===== src/rtl/pc_pkg.sv =====
// Shared constants for the PC / fetch-redirect unit: counter encodings,
// allocation values, control states and BTB geometry helpers.
package pc_pkg;

  localparam logic [1:0] SNT = 2'd0;
  localparam logic [1:0] WNT = 2'd1;
  localparam logic [1:0] WT  = 2'd2;
  localparam logic [1:0] ST  = 2'd3;

  localparam logic [1:0] CTR_ALLOC_BR  = WT;
  localparam logic [1:0] CTR_ALLOC_JMP = ST;

  localparam logic [1:0] S_WAIT = 2'd0;
  localparam logic [1:0] S_RUN  = 2'd1;
  localparam logic [1:0] S_PEND = 2'd2;

  function automatic int unsigned btb_idx_w(input int unsigned depth);
    return $clog2(depth);
  endfunction

  function automatic int unsigned btb_tag_w(input int unsigned xlen, input int unsigned depth);
    return xlen - $clog2(depth) - 2;
  endfunction

endpackage


===== src/rtl/pc_btb.sv =====
// Direct-mapped BTB: combinational lookup, synchronous update with 2-bit
// saturating counters, valid bits cleared asynchronously by reset.
module pc_btb
  import pc_pkg::*;
#(
  parameter int unsigned XLEN  = 32,
  parameter int unsigned DEPTH = 16
) (
  input  logic            i_clk,
  input  logic            i_rst_n,
  input  logic [XLEN-1:0] i_rd_pc,
  output logic            o_rd_taken,
  output logic [XLEN-1:0] o_rd_target,
  input  logic            i_wr_en,
  input  logic            i_wr_jump,
  input  logic            i_wr_taken,
  input  logic [XLEN-1:0] i_wr_pc,
  input  logic [XLEN-1:0] i_wr_target
);

  localparam int unsigned IDX  = btb_idx_w(DEPTH);
  localparam int unsigned TAGW = btb_tag_w(XLEN, DEPTH);

  logic [DEPTH-1:0]           vld_q;
  logic [DEPTH-1:0][TAGW-1:0] tag_q;
  logic [DEPTH-1:0][XLEN-1:0] tgt_q;
  logic [DEPTH-1:0][1:0]      ctr_q;

  logic [IDX-1:0]  ridx, widx;
  logic [TAGW-1:0] rtag, wtag;
  logic            rd_hit, wr_hit, wr_upd;
  logic [1:0]      ctr_nxt;
  logic            unused_lsb;

  assign ridx       = i_rd_pc[IDX+1:2];
  assign rtag       = i_rd_pc[XLEN-1:IDX+2];
  assign widx       = i_wr_pc[IDX+1:2];
  assign wtag       = i_wr_pc[XLEN-1:IDX+2];
  assign unused_lsb = ^{i_rd_pc[1:0], i_wr_pc[1:0]};

  assign rd_hit      = vld_q[ridx] && (tag_q[ridx] == rtag);
  assign o_rd_taken  = rd_hit && ctr_q[ridx][1];
  assign o_rd_target = o_rd_taken ? tgt_q[ridx] : '0;

  assign wr_hit = vld_q[widx] && (tag_q[widx] == wtag);
  // A not-taken miss leaves the entry alone; everything else rewrites it.
  assign wr_upd = i_wr_en && (wr_hit || i_wr_taken);

  always_comb begin
    ctr_nxt = i_wr_jump ? CTR_ALLOC_JMP : CTR_ALLOC_BR;
    if (wr_hit && !i_wr_jump) begin
      if (i_wr_taken) ctr_nxt = (ctr_q[widx] == ST)  ? ST  : ctr_q[widx] + 2'd1;
      else            ctr_nxt = (ctr_q[widx] == SNT) ? SNT : ctr_q[widx] - 2'd1;
    end
  end

  always_ff @(posedge i_clk or negedge i_rst_n) begin
    if (!i_rst_n)    vld_q <= '0;
    else if (wr_upd) vld_q[widx] <= 1'b1;
  end

  always_ff @(posedge i_clk) begin
    if (wr_upd) begin
      tag_q[widx] <= wtag;
      ctr_q[widx] <= ctr_nxt;
      if (i_wr_taken) tgt_q[widx] <= i_wr_target;
    end
  end

endmodule


===== src/rtl/pc_predict.sv =====
// PC register and fetch-redirect control: BTB prediction, late resolve
// from execute, mispredict redirect, and redirects deferred across stalls.
module pc_predict
  import pc_pkg::*;
#(
  parameter int unsigned     XLEN       = 32,
  parameter logic [XLEN-1:0] RESET_ADDR = '0,
  parameter int unsigned     BTB_DEPTH  = 16
) (
  input  logic            i_clk,
  input  logic            i_rst_n,
  input  logic            i_stall,
  input  logic            i_res_vld,
  input  logic            i_res_branch,
  input  logic            i_res_jump,
  input  logic            i_res_taken,
  input  logic [XLEN-1:0] i_res_pc,
  input  logic [XLEN-1:0] i_res_target,
  input  logic            i_res_pred_taken,
  input  logic [XLEN-1:0] i_res_pred_target,
  output logic [XLEN-1:0] o_imem_raddr,
  output logic [XLEN-1:0] o_nxt_pc,
  output logic            o_pred_taken,
  output logic [XLEN-1:0] o_pred_target,
  output logic            o_flush,
  output logic            o_misalign
);

  logic [1:0]      state_q, state_d;
  logic [XLEN-1:0] pc_q, pc_d, pend_q;
  logic            mis_q;

  logic            res_ok, act_taken, mispred, bad_tgt, redir_ok;
  logic [XLEN-1:0] redir_addr;

  // Resolves are only honoured in RUN: in PEND they are wrong-path.
  assign res_ok    = i_res_vld && (i_res_branch || i_res_jump) && (state_q == S_RUN);
  assign act_taken = i_res_jump || i_res_taken;
  assign mispred   = res_ok && ((act_taken != i_res_pred_taken) ||
                                (act_taken && (i_res_target != i_res_pred_target)));
  assign redir_addr = act_taken ? i_res_target : i_res_pc + XLEN'(4);
  assign bad_tgt    = mispred && (redir_addr[1:0] != 2'b00);
  assign redir_ok   = mispred && !bad_tgt;

  pc_btb #(.XLEN(XLEN), .DEPTH(BTB_DEPTH)) u_btb (
    .i_clk       (i_clk),
    .i_rst_n     (i_rst_n),
    .i_rd_pc     (pc_q),
    .o_rd_taken  (o_pred_taken),
    .o_rd_target (o_pred_target),
    .i_wr_en     (res_ok && !bad_tgt),
    .i_wr_jump   (i_res_jump),
    .i_wr_taken  (act_taken),
    .i_wr_pc     (i_res_pc),
    .i_wr_target (i_res_target)
  );

  always_comb begin
    state_d = state_q;
    pc_d    = pc_q;
    o_flush = 1'b0;
    case (state_q)
      S_WAIT: begin
        o_flush = 1'b1;
        state_d = S_RUN;
      end
      S_PEND: begin
        if (!i_stall) begin
          pc_d    = pend_q;
          o_flush = 1'b1;
          state_d = S_RUN;
        end
      end
      default: begin
        state_d = S_RUN;
        if (i_stall) begin
          if (redir_ok) state_d = S_PEND;
        end else if (redir_ok) begin
          pc_d    = redir_addr;
          o_flush = 1'b1;
        end else if (bad_tgt) begin
          pc_d = pc_q;
        end else if (o_pred_taken) begin
          pc_d = o_pred_target;
        end else begin
          pc_d = pc_q + XLEN'(4);
        end
      end
    endcase
  end

  always_ff @(posedge i_clk or negedge i_rst_n) begin
    if (!i_rst_n) begin
      state_q <= S_WAIT;
      pc_q    <= RESET_ADDR;
      pend_q  <= '0;
      mis_q   <= 1'b0;
    end else begin
      state_q <= state_d;
      pc_q    <= pc_d;
      mis_q   <= bad_tgt;
      if (state_q == S_RUN && i_stall && redir_ok) pend_q <= redir_addr;
    end
  end

  assign o_imem_raddr = pc_q;
  assign o_nxt_pc     = pc_d;
  assign o_misalign   = mis_q;

endmodule


===== config.mk =====
export PLATFORM = sky130hd
export DESIGN_NAME = pc_predict
export DESIGN_NICKNAME = d
export VERILOG_FILES = /design/src/rtl/pc_pkg.sv /design/src/rtl/pc_btb.sv /design/src/rtl/pc_predict.sv
export SDC_FILE = /design/constraint.sdc
export NUM_CORES = 2
export LEC_CHECK = 0
export BUFFER_PORTS_ARGS = -buffer_cell sky130_fd_sc_hd__buf_4
export CAP_MARGIN = 20
export CORE_MARGIN = 1.5
export CORE_UTILIZATION = 40
export CTS_BUF_LIST = sky130_fd_sc_hd__clkbuf_8
export DETAILED_ROUTE_END_ITERATION = 8
export GPL_ROUTABILITY_DRIVEN = 0
export PLACE_DENSITY_LB_ADDON = 0.2
export SYNTH_ARGS = -nofsm -noshare
export SYNTH_HDL_FRONTEND = slang
export SYNTH_SLANG_ARGS = --single-unit

===== constraint.sdc =====
create_clock -name i_clk -period 6.45 [get_ports i_clk]
set_clock_uncertainty 0.05 [all_clocks]
set_input_delay 0.9675 -clock i_clk [delete_from_list [all_inputs] [get_ports i_clk]]
set_output_delay 0.9675 -clock i_clk [all_outputs]
set_load 0.01 [all_outputs]

==> flow_metrics.py <==
metrics = {
    "timing": {
        "worst_slack_ns": 0.157,
        "fin_crit_sh": 0.976,
        "drv_slew": 0,
        "setup_viol": 0,
        "slew_headroom": 0.283,
        "worst_pin_slew_ns": 1.07,
        "hold_violations": 0,
        "min_period_ns": 6.29,
        "max_freq_mhz": 159,
    },
    "drt": {
        "viasPerCell": 6.29,
        "first_pass_iters": 7,
        "vias": 29200,
        "detail_route.wl_per_cell_um": 34.3,
        "postRouteAntennaNets": 0,
        "drc": 0,
        "drt_iter0_drc": 3951,
        "wl_um": 159000,
    },
    "clock_network": {
        "clk_pin_slew_ns": 0.06,
        "cts_tree": "yes",
        "cts_root_buf": "clkbuf_8",
        "cts_buffers": 175,
        "clock_sinks": 1043,
        "h-tree-depth": 4,
        "clk_path_buf_depth": 3,
        "clock_latency_ns": 0.89,
    },
    "setup_path": {
        "reg2reg_from": "u_btb.tag_q[198]",
        "cp_max_fo": 34,
        "arrival_ns": 5.28,
        "startpoint_type": "flip-flop",
        "r2r_slack_ns": 1.99,
        "end_kind": "output port",
        "rr_worst_depth": 11,
        "timing.rr.end": "u_btb.tag_q[73]",
        "worstSetupPathType": "flip-flop to output port",
        "worstPathRequired_ns": 5.43,
    },
    "final_layout": {
        "layout.cells.non_filler": 4641,
        "fin_nets": 3067,
        "postLayoutCellArea_um2": 55100,
        "syn_to_final_growth_pct": 16.4,
        "final_util": 0.468,
        "drive_above_1_share": 0.334,
    },
    "grt": {
        "antenna_found_initial": 6,
        "grt_pass1_wl_um": 223000,
        "grt_pass1_vias": 29600,
        "grt_max_degree": 133,
        "grt_usage": 0.263,
        "overflow": 0,
    },
    "pwr": {
        "total_power_mw": 19.5,
        "switchingPower_mw": 6.39,
        "p_sw_frac": 0.327,
        "comb_power_share": 0.308,
        "internal-power_mw": 13.1,
        "p_clk_frac": 0.294,
        "leakage_nw": 18.6,
        "power_density_nw_per_um2": 354,
        "pwr-share-seq": 0.398,
        "vdd_drop_max_v": 0.000236,
    },
    "synth": {
        "syn-mean-instance-area_um2": 18.0,
        "synth_top_flop_cell": "edfxtp_1",
        "yosys_warnings": 0,
        "synth-seq-cells": 1043,
        "netlist_area_um2": 47300,
        "syn_inst": 2626,
        "synthArstFlopShare": 0.0796,
        "syn-num-nets": 2735,
        "synth_edf_count": 960,
        "ys_seq_area_frac": 0.653,
        "synth_cell_type_count": 79,
    },
    "floorplanning": {
        "rows": 126,
        "pin_count": 203,
        "die_w_um": 347,
        "die_h_um": 347,
        "dieArea_um2": 120000,
        "core_area_um2": 118000,
        "initial_utilization": 0.402,
    },
    "place": {
        "dp_cells": 4294,
        "port_buffers": 202,
        "dp_slack_ns": 0.497,
        "place_area_um2": 51300,
        "dp_hpwl_um": 100000,
    },
    "run_status": {
        "status": "completed",
    },
    "flow_run": {
        "max-cap-violations": 0,
    },
    "min_path": {
        "hold_path_depth": 1,
        "hp-start": "i_res_target[1]",
        "hold_end": "u_btb.tgt_q[321]",
        "min_path_type": "input pin to flip-flop",
    },
}
[cell type report]
type	instances	area [µm²]
well taps	1536	1920
inverters	26	101
repair buffers	340	3250
diodes	4	10.0
clock inverters	133	787
clock buffers	187	2570
multi-input cells	1372	15500
fillers	9896	62700
flip-flops and latches	1043	30900
[per-layer routing]
layer	up-vias	global-route usage	wire, µm
li1	11500	-	-
met1	15500	0.358	63200
met2	1845	0.405	73700
met3	336	0.0743	16900
met4	8	0.0934	5340
met5	-	0	52
[Yosys cell counts, types with 5 or more instances]
cell         n  area share
buf_1       12     0.00095
a31o_1       9      0.0017
buf_2       49      0.0052
o31ai_1      7      0.0011
edfxtp_1   960        0.61
o211ai_1    12      0.0019
a221oi_1    14      0.0026
and3_1      41      0.0054
mux2_2      16      0.0038
mux4_2     375        0.18
a31oi_1      6     0.00079
nor3_1      20      0.0021
o21ai_0     70      0.0074
a2111oi_0    5     0.00093
and2_1      12      0.0016
a22oi_1     19      0.0030
inv_1       22      0.0017
nand4_1     24      0.0032
or3_1       11      0.0015
dfrtp_1     83       0.044
or2_2        6     0.00079
nor2b_1     40      0.0053
o2111ai_1    6      0.0011
a221o_1      5      0.0011
a21oi_1     53      0.0056
clkbuf_1    95      0.0075
o221ai_1     6      0.0011
nor2_1      85      0.0067
a211oi_1    14      0.0022
nand2b_1     6     0.00079
mux2i_1    134       0.028
nand3_1     34      0.0036
ha_1         5      0.0013
xnor2_1     62       0.011
nor4_1      13      0.0017
buf_4       14      0.0022
o22ai_1     27      0.0036
nand2_1     93      0.0074
xor2_1      60       0.011
a22o_1      12      0.0022
buf_6       13      0.0031
[what timing repair did]
action,4_1_cts,5_1_grt
cloned,1,2
hold endpoints to repair,31,0
endpoints found under the setup margin,23,23
buffers inserted,5,13
pin swaps,0,4
hold buffers,1,0
resized for setup,13,13
[worst max path at each step]
stage               cells past startpoint               to       startpoint
floorplan                              12  u_btb.ctr_q[12]      i_res_pc[2]
global placement                       14     o_nxt_pc[27]  o_imem_raddr[2]
detailed placement                     14     o_nxt_pc[27]  o_imem_raddr[2]
CTS                                    14     o_nxt_pc[31]  o_imem_raddr[2]
global route                           15     o_nxt_pc[31]  o_imem_raddr[2]
finish                                 15     o_nxt_pc[31]  o_imem_raddr[2]
[cells by family after synthesis]
logic type               synth area share
buffers and inverters              0.0221
adder cells (fa/ha/maj)           0.00132
AO/OA/AOI/OAI                      0.0451
AND/OR/NAND/NOR                    0.0443
flip-flops                          0.653
XOR/XNOR                           0.0226
multiplexers                        0.212
[critical path: stages (launching register included)]
cell       delay [ns]
dfrtp_4          0.45
buf_12           0.15
buf_16           0.25
mux4_2           0.54
a2bb2oi_1        0.14
a21oi_1          0.29
mux2_2           0.38
a21oi_2          0.22
and2_2           0.31
nand4_4          0.25
buf_12           0.28
buf_4            0.18
mux2i_1          0.13
a221oi_1         0.35
a221o_1          0.24
buf_4            0.15
[power by group through the flow]
stage	Sequential, mW	Combinational, mW	Clock [mW]
after CTS	7.81	5.79	5.83
after global routing	7.78	6.29	6.12
after detailed placement	7.98	5.63	0
after floorplan	7.80	3.73	0
after global placement	7.97	5.61	0
final	7.77	6.02	5.74
[state kept, by name (all words and copies together) (netlist names)]
register and cells:
u_btb.tgt_q 512, u_btb.tag_q 416, o_imem_raddr 32, pend_q 32, u_btb.ctr_q 32, u_btb.vld_q 16, state_q 2, o_misalign 1
[cells in the final DEF, fill, tap and decap left out, drive strengths merged, types with 20 or more instances in the layout]
master    n
mux2i   134
edfxtp  960
o21ai    72
nor2b    40
inv      80
nand3    34
and3     41
mux4    375
clkbuf  190
xnor2    62
a21oi    53
clkinv   70
buf     335
mux2     20
o22ai    27
dfrtp    83
nand4    26
nor2     87
nand2    93
nor3     21
xor2     60
[through the flow]
step           hold slack [ns]  setup TNS [ns]
6_report                 0.382               0
5_1_grt                  0.342        -0.00796
4_1_cts                  0.287               0
2_1_floorplan            0.395               0
3_3_place_gp             0.414               0
3_5_place_dp             0.417               0
Note: power is estimated with default switching activity, not from simulation.
